[config.mk]
export PLATFORM = sky130hd
export DESIGN_NAME = tof_frame_writer
export DESIGN_NICKNAME = d
export VERILOG_FILES = /design/src/rtl/tof_frame_writer.sv
export SDC_FILE = /design/constraint.sdc
export NUM_CORES = 1
export LEC_CHECK = 0
export ABC_AREA = 0
export CORE_ASPECT_RATIO = 0.5
export CORE_MARGIN = 3
export CORE_UTILIZATION = 59
export CTS_CLUSTER_SIZE = 10
export DETAILED_ROUTE_END_ITERATION = 10
export MAX_ROUTING_LAYER = met4
export PLACE_DENSITY_LB_ADDON = 0.2
export REMOVE_ABC_BUFFERS = 1
export SETUP_SLACK_MARGIN = 0.5
export SLEW_MARGIN = 20
export SYNTH_ARGS = -nofsm -noshare
export SYNTH_HDL_FRONTEND = slang
export SYNTH_SLANG_ARGS = --single-unit
[constraint.sdc]
create_clock -name clk -period 5.15 [get_ports clk]
set_input_delay 0.7725 -clock clk [delete_from_list [all_inputs] [get_ports clk]]
set_output_delay 0.7725 -clock clk [all_outputs]
set_load 0.005 [all_outputs]
[src/rtl/tof_frame_writer.sv]
// ToF frame writer: collects 64-zone frames from up to 8 sensors into BRAM,
// raises drdy once every enabled sensor has delivered a full frame, and holds
// the buffer stable until the reader acknowledges.
module tof_frame_writer #(
  parameter int          DATA_W    = 16,
  parameter logic [7:0]  SENS_MASK = 8'hFF
) (
  input  logic              clk,
  input  logic              rst_n,
  input  logic              in_valid,
  output logic              in_ready,
  input  logic [2:0]        in_sens,
  input  logic [5:0]        in_zone,
  input  logic [DATA_W-1:0] in_data,
  output logic              bram_we,
  output logic [8:0]        bram_addr,
  output logic [DATA_W-1:0] bram_wdata,
  output logic              drdy,
  input  logic              frame_ack,
  output logic              seq_err,
  output logic [7:0]        drop_cnt,
  output logic [7:0]        frame_cnt
);

  typedef enum logic [1:0] {COLLECT, FLUSH, READY} state_t;

  state_t     state, next_state;
  logic [7:0] done_mask;
  logic [5:0] exp_zone [8];

  logic       accept;
  logic       active;
  logic       in_order;
  logic       zone_first;
  logic       zone_last_hit;
  logic       do_write;
  logic       do_err;
  logic       do_drop;
  logic       frame_done;
  logic [7:0] new_done;

  // Classify the current beat against the per-sensor progress trackers.
  always_comb begin
    // NOTE: every signal gets a default before any branch so no latch is inferred.
    new_done      = done_mask;
    accept        = in_valid & in_ready;
    active        = SENS_MASK[in_sens] & ~done_mask[in_sens];
    in_order      = (in_zone == exp_zone[in_sens]);
    zone_first    = (in_zone == 6'd0);
    zone_last_hit = accept & active & in_order & (in_zone == 6'd63);
    do_write      = accept & active & (in_order | zone_first);
    do_err        = accept & active & ~in_order;
    do_drop       = accept & ~(active & (in_order | zone_first));
    if (zone_last_hit) new_done[in_sens] = 1'b1;
    frame_done    = zone_last_hit & ((new_done & SENS_MASK) == SENS_MASK);
  end

  // Next-state logic: collect until complete, flush the last write, then hold.
  always_comb begin
    next_state = state;
    case (state)
      COLLECT: if (frame_done) next_state = FLUSH;
      FLUSH:   next_state = READY;
      READY:   if (frame_ack) next_state = COLLECT;
      default: next_state = COLLECT;
    endcase
  end

  // State register plus registered handshake/status outputs derived from next state.
  always_ff @(posedge clk or negedge rst_n) begin
    if (!rst_n) begin
      state     <= COLLECT;
      in_ready  <= 1'b0;
      drdy      <= 1'b0;
      frame_cnt <= 8'd0;
    end else begin
      // NOTE: sequential state uses non-blocking assignments so all registers update together.
      state    <= next_state;
      in_ready <= (next_state == COLLECT);
      drdy     <= (next_state == READY);
      if (state == FLUSH) frame_cnt <= frame_cnt + 8'd1;
    end
  end

  // Per-sensor expected zone and completion tracking; cleared when the frame is consumed.
  always_ff @(posedge clk or negedge rst_n) begin
    if (!rst_n) begin
      done_mask <= 8'd0;
      // NOTE: the tracker array is small register state, so it is reset; the BRAM itself is not.
      for (int s = 0; s < 8; s++) exp_zone[s] <= 6'd0;
    end else if (state == READY && frame_ack) begin
      done_mask <= 8'd0;
      for (int s = 0; s < 8; s++) exp_zone[s] <= 6'd0;
    end else if (accept && active) begin
      done_mask <= new_done;
      if (in_order)        exp_zone[in_sens] <= in_zone + 6'd1;  // 63 wraps to 0
      else if (zone_first) exp_zone[in_sens] <= 6'd1;
      else                 exp_zone[in_sens] <= 6'd0;
    end
  end

  // Registered write port, sequence-error pulse and saturating drop counter.
  always_ff @(posedge clk or negedge rst_n) begin
    if (!rst_n) begin
      bram_we    <= 1'b0;
      bram_addr  <= 9'd0;
      bram_wdata <= '0;
      seq_err    <= 1'b0;
      drop_cnt   <= 8'd0;
    end else begin
      bram_we <= do_write;
      seq_err <= do_err;
      if (do_write) begin
        bram_addr  <= {in_sens, in_zone};
        bram_wdata <= in_data;
      end
      if (do_drop && drop_cnt != 8'hFF) drop_cnt <= drop_cnt + 8'd1;
    end
  end

endmodule

### Word-level counts from Yosys, hierarchy flattened

Memories as Yosys holds them, arrays and structs flattened.
Index checks and enable logic that the tools add are counted.

* $add $sub $neg: 3
* reductions and logical operators: 9
* magnitude comparators: 4
* equality and inequality tests: 7
* bitwise logic cells: 21
* mux-type cells: 21

Operators with widths (number)
* $mux W48: 4
* $and A48 B48 Y48: 1
* $bwmux W48: 1
* $not A48 Y48: 1
* $and A40 B40 Y40: 1
* $not A40 Y40: 1
* $mux W8: 3
* $bmux W6 S3: 1
* $demux W6 S3: 1
* $mux W6: 3
* $add A8 B1 Y8 const B: 2
* $or A8 B8 Y8: 2
* $and A1 B1 Y1: 10
* $eq A8 B8 Y1 const B: 1
* $ne A8 B8 Y1 const B: 1
* $add A6 B1 Y6 const B: 1
* $eq A6 B6 Y1: 1
* $eq A6 B6 Y1 const B: 1
* $logic_not A6 Y1: 1
* $pmux W2 S3: 1
* $logic_and A1 B1 Y1: 5
* $eq A2 B2 Y1 const B: 2
* $ge A4 B4 Y1 const B: 1
* $logic_not A2 Y1: 2
* other kinds (12): 17

* word-level logic and storage cells: 84
* bits of input ports: 29
* output and inout bits: 45
* register bits: 103
* bits in read-only memories: 8
* memories kept: 1

Memory list
* (name not given): depth 8, width 1, read ports 1, clocked after memory_dff 0, write ports 0, line 47 `active = SENS_MASK[in_sens] & ~done_mask[in_sens];`

### Logic depth before layout (Yosys ltp)

Gate-level depths: netlist of run 1.

* depth after elaboration: 13
* depth in mapped cells: 13
* mapped depth without buffers: 8

### Least setup slack after synthesis of run 1

OpenSTA, ideal clock, no wires.

* kind: in2reg
* start point: input port in_sens[0]
* end point: register bram_wdata[10]
* cell stages on the path: 12
* buffers on the path: 4
* library setup time: 125 ps
* required time: 5025 ps
* arrival time: 3099 ps
* slack: 1926 ps
* cell sequence: buf_4 > buf_12 > mux2i_1 > mux4_2 > xnor2_1 > nor4_1 > and2_4 > buf_6 > o21ai_4 > inv_4 > buf_6 > mux2_4

* cells in the longest elaborated chain, start to end: 7
* elaborated cells on any way between the ends: 14
* those cells by class: eq/ne: 1; mux: 6; bitwise: 6; memory: 1

RTL lines
* from (decl): line 12 `input logic [2:0] in_sens,`
* $not A3 Y4 (not written as such): line 48 `in_order = (in_zone == exp_zone[in_sens]);`
* $bmux W6 S3: line 48
* $mux W6 (not written as such) (2 in a row): line 48
* $eq A6 B6 Y1: line 48
* $or A1 B1 Y1: line 51 `do_write = accept & active & (in_order | zone_first);`
* $and A1 B1 Y1 (*): line 51
* net do_write: line 36 `logic do_write;`
* to (signal assigned): line 115 `bram_wdata <= in_data;`
* to (decl): line 17 `output logic [DATA_W-1:0] bram_wdata,`

Mark *: on every way through the listed nets, which the timed path passes. The rest lies on a longest branch. The select of a mux whose other input is x is not followed.
A chain may end at the register's enable or synchronous reset.

### Final worst setup path of run 1

* start point: input port in_sens[0]
* end point: register exp_zone[24] (netlist name)

* cells in the longest elaborated chain, start to end: 11
* elaborated cells on any way between the ends: 26
* those cells by class: order compare: 2; eq/ne: 1; mux: 13; bitwise: 6; reduce/logical: 3; memory: 1

RTL lines
* $not A3 Y4 (not written as such)
* $ge A4 B4 Y1 (not written as such) or $lt A4 B1 Y1 (tied branches): line 96, 97, 98
* $logic_and A1 B1 Y1 (not written as such): line 96, 97, 98
* $mux W6 (not written as such): line 96, 97, 98
* $demux W6 S3: line 96, 97, 98
* $not A48 Y48 (no source line)
* $and A48 B48 Y48 (no source line)
* $mux W48: line 97 `else if (zone_first) exp_zone[in_sens] <= 6'd1;`
* $mux W48: line 96 `if (in_order) exp_zone[in_sens] <= in_zone + 6'd1;`
* $mux W48: line 94 `end else if (accept && active) begin`
* $mux W48: line 91 `end else if (state == READY && frame_ack) begin`
* to (signal, indexed assignment): line 96
* to (decl): line 29 `logic [5:0] exp_zone [8];`

Parallel ways exist; a longest one is shown, timed or not. The select of a mux whose other input is x is not followed.

==> metrics.md, run 1 <==
| Metric | Value |
|---|---|
| Status | complete, no violations |
| Crit path kind | primary input to register |
| Depth of the CTS H-tree | 3 |
| Largest family of logic cells by synthesized area | simple AND/OR/NAND/NOR gates |
| Synth Area in XOR/XNOR | 4.12% |
| CTS resizes | 0 |
| Fmax | ~260 MHz |
| Final setup fails | 0 |
| Worst-path clk slew | 0.07 ns |
| Period minus WS final | 3.80 ns |
| Critical Path, Cell by Cell | buf_2, mux2i_1, mux4_2, xnor2_1, nor4_1, and2_4, buf_4, a21oi_1, o31ai_1 |
| Number of synthesized flops with an enable pin | 0 |
| Sequential Power Share | 47.5% |
| Final period util | approximately 74% |
| Dpl cell area | 5840 sq um |
| Maximum fanout along the worst path | 31 |
| R2R setup slack | 2.07 ns |
| RR Startpoint | exp_zone[3] |
| DRC violations left | 0 |
| Crit path DAT | ~4 ns |
| Max VDD drop | 0.177 mV |
| Post-synthesis compound-gate area fraction | 9.82% |
| Vias/cell | between 6 and 7 |
| First-pass GRT wire length | 20600 microns |
| Multiplexer share of the synthesized area | 14.6% |
| CP max stage cell | buf_2 |
| Dominant synthesized flop cell | dfrtp_1 |
| Crit-path max cell delay | 0.54 ns |
| Setup crit start kind | primary input |
| Core area | 8200 sq um |
| Post-synthesis sequential area ratio | 50.6% |
| Pint | 0.00148 W |
| HPWL after DPL | a little under 9000 microns |
| CTS Sinks | 103 |
| Gp weighted congestion | 0.937 |
| Critical path startpoint | in_sens[0] |
| Die width | between 100 and 150 microns |
| PortBufs | 73 |
| Register-to-Register Path Depth | 8 |
| Setup Skew | 0.00650 ns |
| CP top delay family | simple AND/OR/NAND/NOR gates |
| Fill cell count | 583 |
| Via count | between 4k and 5k |
| Switching part of the total | 25.1% |
| Cell variety after synth | 49 |
| Tot Pwr | 0.00198 W |
| GR Overflow Total | 0 |
| P_leak | 2.68 nW |
| Initial antenna violation count | 0 |
| RR Endpoint | exp_zone[24] |
| Die ar. | 9860 sq um |
| Async SR Flop Fraction | 100% |
| Cell Area, Synth | between 5000 and 6000 sq um |
| Worst-Margin Slew | 0.864 ns |
| Gate power share | 18.1% |
| Simple-gate share of the synthesized area | 15.9% |
| Routed wire length | approximately 13000 microns |
| Max_slew headroom | 42.2% |
| Final nets | 577 |
| Crit. End Element | register |
| Post-synthesis register bit count | 103 |
| DP Worst Slack | 1.03 ns |
| Clock share of power | 34.4% |
| Num CTS Buffers | 9 |
| N_diodes | 0 |
| Power Density | 323 nW/um^2 |
| CTS tree | done |
| Setup TNS | 0 ns |
| Share of layout cells above drive strength 1 | 11.3% |
| Adder-cell area share of the yosys netlist | 0.982% |
| CP Data Required Time | between 5 and 6 ns |
| Post-CTS Setup Bufs | 0 |
| Clock Path Buffers | 2 |
| Overall fraction of global-route tracks in use | 28.2% |
| Ys Warns | 0 |
| RSZ-0062 raised after global routing | false |
| Drt pass-1 iters | 5 |
| Cts hold-fix bufs | 0 |
| Antenna-violating nets left | 0 |
| 1st-iter DRT viols | between 400 and 500 |
| Wire per inst | around 19 microns |
| Avg Inst Size Synth | between 10 and 15 sq um |
| Largest net degree at the start of global routing | 56 |
| Hold_ws | 0.480 ns |
| Final Hold Vio Count | 0 |
| Final slew viol count | 0 |
| Total I/O pin count | 74 |
| Root Driver | clkbuf_16 |
| PnR worst setup slack | about 1.3 ns |
| Vias in the first global route | 4019 |
| Fin area | 6140 sq um |
| Syn Inst Count | 481 |
| Chip Height | 71.7 microns |
| Area grow syn2layout | 20.5% |
| Skew-Pair Late Insertion Delay | between 0.3 and 0.4 ns |
| Max-Cap Viols | 0 |
| Num rows | 23 |
| Initial cell density of the core | 62.2% |
| Switch Pwr | 0.000499 W |
| Hold Crit Class | primary input to async pin |
| Crit path buffers/inverters | 2 |
sequential cells by signal (all words and copies together) (netlist names), 2 cells and up:
name        count
state           2
exp_zone       48
bram_wdata     16
bram_addr       9
done_mask       8
frame_cnt       8
drop_cnt        8
synthesized netlist by cell type (all sizes together), types with 2 or more instances:
| cell type | count | share of area, % |
|---|---|---|
| a31oi | 3 | 0.37 |
| nor3 | 3 | 0.29 |
| and2 | 4 | 0.54 |
| a21oi | 47 | 4.6 |
| nand4 | 3 | 0.37 |
| nand3 | 58 | 5.7 |
| nor4 | 4 | 0.49 |
| mux4 | 8 | 3.5 |
| o21ai | 8 | 1.0 |
| nor2 | 15 | 1.2 |
| ha | 4 | 0.98 |
| o31ai | 11 | 1.6 |
| a22o | 4 | 0.69 |
| inv | 9 | 0.71 |
| buf | 12 | 2.2 |
| xnor2 | 15 | 2.6 |
| mux2i | 26 | 5.3 |
| xor2 | 9 | 1.5 |
| or3 | 2 | 0.25 |
| or2 | 3 | 0.37 |
| o21bai | 2 | 0.29 |
| clkbuf | 15 | 1.1 |
| mux2 | 23 | 5.7 |
| and3 | 8 | 0.98 |
| dfrtp | 103 | 51 |
| nand2 | 69 | 5.1 |
| a211oi | 3 | 0.44 |
final cells by class:
cell class | count | area (sq um) | share of cell area, %
clock buffers | 11 | 243 | 3.95
clock inverters | 5 | 57.6 | 0.937
inverters | 9 | 36.3 | 0.591
multi-input cells | 342 | 2320 | 37.8
flip-flops and latches | 103 | 2580 | 42.0
well taps | 112 | 140 | 2.28
repair buffers | 79 | 768 | 12.5
worst max path at each step:
| stage | endpoint | slack [ns] | depth (start not counted) |
|---|---|---|---|
| 2_1_floorplan | bram_wdata[0] | 2.03 | 8 |
| 3_3_place_gp | exp_zone[42] | 1.22 | 9 |
| 3_5_place_dp | exp_zone[12] | 1.03 | 9 |
| 4_1_cts | exp_zone[12] | 1.40 | 9 |
| 5_1_grt | exp_zone[24] | 1.16 | 9 |
| 6_report | exp_zone[24] | 1.35 | 9 |
cell families (layout without fill, tap and decap cells):
| kind of cell | after synthesis | count (layout) |
|---|---|---|
| simple gates | 174 | 174 |
| flops | 103 | 103 |
| compound gates | 83 | 83 |
| mux | 57 | 57 |
| buf+inv | 36 | 104 |
| xor+xnor | 24 | 24 |
| fa+ha+maj | 4 | 4 |
power by group through the flow:
| stage | clock (W) | sequential, W | combinational (W) |
|---|---|---|---|
| global route | 0.000726 | 0.000951 | 0.000389 |
| floorplan | 0 | 0.000951 | 0.000129 |
| finish | 0.000683 | 0.000942 | 0.000359 |
| global placement | 0 | 0.000952 | 0.000351 |
| detailed placement | 0 | 0.000956 | 0.000360 |
| CTS | 0.000694 | 0.000942 | 0.000362 |
per-layer routing:
layer / wire [microns] / part of all wire, % / track usage (%) / vias up
met5: 0 / 0 / - / -
met4: 252 / 2.0 / 8.08 / 0
met3: 1350 / 10 / 8.06 / 25
met2: 6070 / 47 / 44.4 / 197
met1: 5180 / 40 / 36.0 / 2015
li1: - / - / - / 1841
layout by cell type (no fill, tap or decap), types with 9 or more instances in the layout:
cell and instances:
nand2_1 69, mux2_2 13, o31ai_1 11, xnor2_1 15, mux2i_1 25, mux2_4 9
clkdlybuf4s50_1 71, nand3_1 58, dfrtp_1 103, a21oi_1 47, clkbuf_16 9, nor2_1 13
xor2_1 9
per-stage QoR:
step	util (%)	std cells
after floorplan	-	454
after global placement	71.2	645
after detailed placement	71.2	645
after CTS	74.9	661
after global routing	74.9	661
final	74.9	661
Power figures use the tool's default switching activity.
==> inputs of run 2 (changes only) <==
CORE_UTILIZATION = 49   (was 59)
clock period = 3.1 ns   (was 5.15 ns; I/O delays follow)
==> metrics.md, run 2 (synthesized netlist as in run 1, its figures left out) <==
| Metric | Value |
|---|---|
| Status | complete, no violations |
| RR Endpoint | bram_wdata[15] |
| Largest net degree at the start of global routing | 59 |
| Worst-path clk slew | ~0.060 ns |
| Antenna-violating nets left | 0 |
| Setup crit start kind | primary input |
| Chip Height | 78.1 microns |
| Cts hold-fix bufs | 0 |
| GR Overflow Total | 0 |
| Crit path kind | primary input to register |
| Crit. End Element | register |
| Initial cell density of the core | a little over half |
| Max VDD drop | 0.246 mV |
| RR Startpoint | exp_zone[3] |
| Hold Crit Class | primary input to async pin |
| Power Density | 503 nW/um^2 |
| Share of layout cells above drive strength 1 | 16.3% |
| Max_slew headroom | about 50% |
| Total I/O pin count | 74 |
| Vias/cell | 5.71 |
| Final period util | 81.2% |
| CTS Sinks | 103 |
| Largest register FFs | 48 |
| PnR worst setup slack | 0.582 ns |
| Most frequent cells in the layout | 103 x dfrtp_1, 69 x nand2_1, 69 x clkdlybuf4s50_1 |
| Routed wire length | 12700 microns |
| Root Driver | clkbuf_16 |
| First-pass GRT wire length | 20600 microns |
| Skew-Pair Late Insertion Delay | 0.35 ns |
| Max-Cap Viols | 0 |
| Final slew viol count | 0 |
| Multi-input gate area | 2340 sq um |
| Clock Path Buffers | 2 |
| RSZ-0062 raised after global routing | true |
| Die ar. | about 12000 sq um |
| Crit path buffers/inverters | 4 |
| Placed cell count | 695 |
| CP max stage cell | mux4_2 |
| Final Hold Vio Count | 0 |
| Fmax | 397 MHz |
| HPWL after DPL | 9080 microns |
| Fill cell count | around 800 |
| Setup TNS | 0 ns |
| Drt pass-1 iters | 6 |
| Hold_ws | ~0.18 ns |
| Initial antenna violation count | 0 |
| Die width | 150 microns |
| Final nets | 605 |
| Worst-Margin Slew | approximately 0.75 ns |
| DP Worst Slack | -0.147 ns |
| Crit path DAT | 2.74 ns |
| Maximum fanout along the worst path | 16 |
| Largest Register | exp_zone |
| N_diodes | 0 |
| DRC violations left | 0 |
| Depth of the CTS H-tree | 3 |
| Most common cell after layout, fill and taps aside | dfrtp_1 |
| Largest regs | exp_zone: 48 flops, bram_wdata: 16 flops, bram_addr: 9 flops |
| CP Data Required Time | 3.33 ns |
| Critical Path, Cell by Cell | buf_2, buf_12, buf_4, mux2i_1, mux4_2, xnor2_1, nor2_1, and2_4, o21ai_4, buf_4, mux2_2 |
| Final Non-Filler Cells | 712 |
| 1st-iter DRT viols | between 300 and 400 |
| Via count | 4067 |
| Register-to-Register Path Depth | 8 |
| Final setup fails | 0 |
| R2R setup slack | 0.72 ns |
| Storage cell area | 2580 sq um |
| Overall fraction of global-route tracks in use | 23.1% |
| Dpl cell area | 6100 sq um |
| Num CTS Buffers | 9 |
| P_leak | roughly 2.8 nW |
| Period minus WS final | 2.52 ns |
| Num rows | 25 |
| Fin area | 6410 sq um |
| Area grow syn2layout | 25.7% |
| Vias in the first global route | 3933 |
| CP dominant cell by count | buf_4 |
| CP top delay family | multiplexers |
| Gp weighted congestion | 0.891 |
| Setup Skew | 0.0105 ns |
| CTS tree | done |
| Core area | 9790 sq um |
| Wire per inst | 17.8 microns |
| PortBufs | 73 |
| Crit-path max cell delay | between 0.4 and 0.5 ns |
run 2: what timing repair did:
action                                  CTS  global route
endpoints found under the setup margin   89             6
pin swaps                                 0             3
gates resized for setup                   7             3
setup buffers                             0             1
run 2: power by group:
group          leakage, nW  switching [W]  internal [W]  total (W)
registers             1.39      0.0000923       0.00147    0.00156
clock network        0.136       0.000487      0.000565    0.00105
logic                 1.30       0.000243      0.000374   0.000617
total                 2.83       0.000822       0.00241    0.00323
run 2: per-layer routing:
layer | share of wire, % | global-route usage, %
met5 | 0 | -
met2 | 45 | 33.9
met1 | 45 | 31.6
met4 | 1.4 | 6.02
met3 | 8.9 | 6.63
run 2: stage by stage:
stage	power [W]	utilization [%]
after floorplan	0.00180	-
after global placement	0.00219	62.3
after detailed placement	0.00220	62.3
after CTS	0.00326	65.3
after global routing	0.00339	65.5
final	0.00323	65.5
run 2: cell type report:
type / count / area share [%]
repair buffers: 107 / 15.7
inverters: 9 / 0.605
flip-flops and latches: 103 / 40.2
clock buffers: 11 / 3.79
clock inverters: 5 / 0.488
well taps: 135 / 2.63
multi-input cells: 342 / 36.6
run 2: worst max-delay path by stage:
stage | from | endpoint | slack, ns | cells after the start
after floorplan | in_sens[0] | bram_wdata[0] | 0.28 | 8
after global placement | in_sens[1] | bram_wdata[3] | -0.13 | 8
after detailed placement | in_sens[1] | bram_wdata[2] | -0.15 | 8
after CTS | in_sens[0] | bram_wdata[2] | 0.60 | 10
after global routing | in_sens[0] | exp_zone[42] | 0.49 | 12
final | in_sens[0] | bram_addr[1] | 0.58 | 11
run 2: worst reg2reg max path: cells and delay by family, from the launching register on:
| family | cells | cell delay (ns) |
|---|---|---|
| muxes | 3 | 0.96 |
| and+or+nand+nor | 2 | 0.56 |
| DFF | 1 | 0.35 |
| buffers and inverters | 1 | 0.17 |
| xor gates and xnor gates | 1 | 0.15 |
| AOI/OAI and AO/OA | 1 | 0.08 |
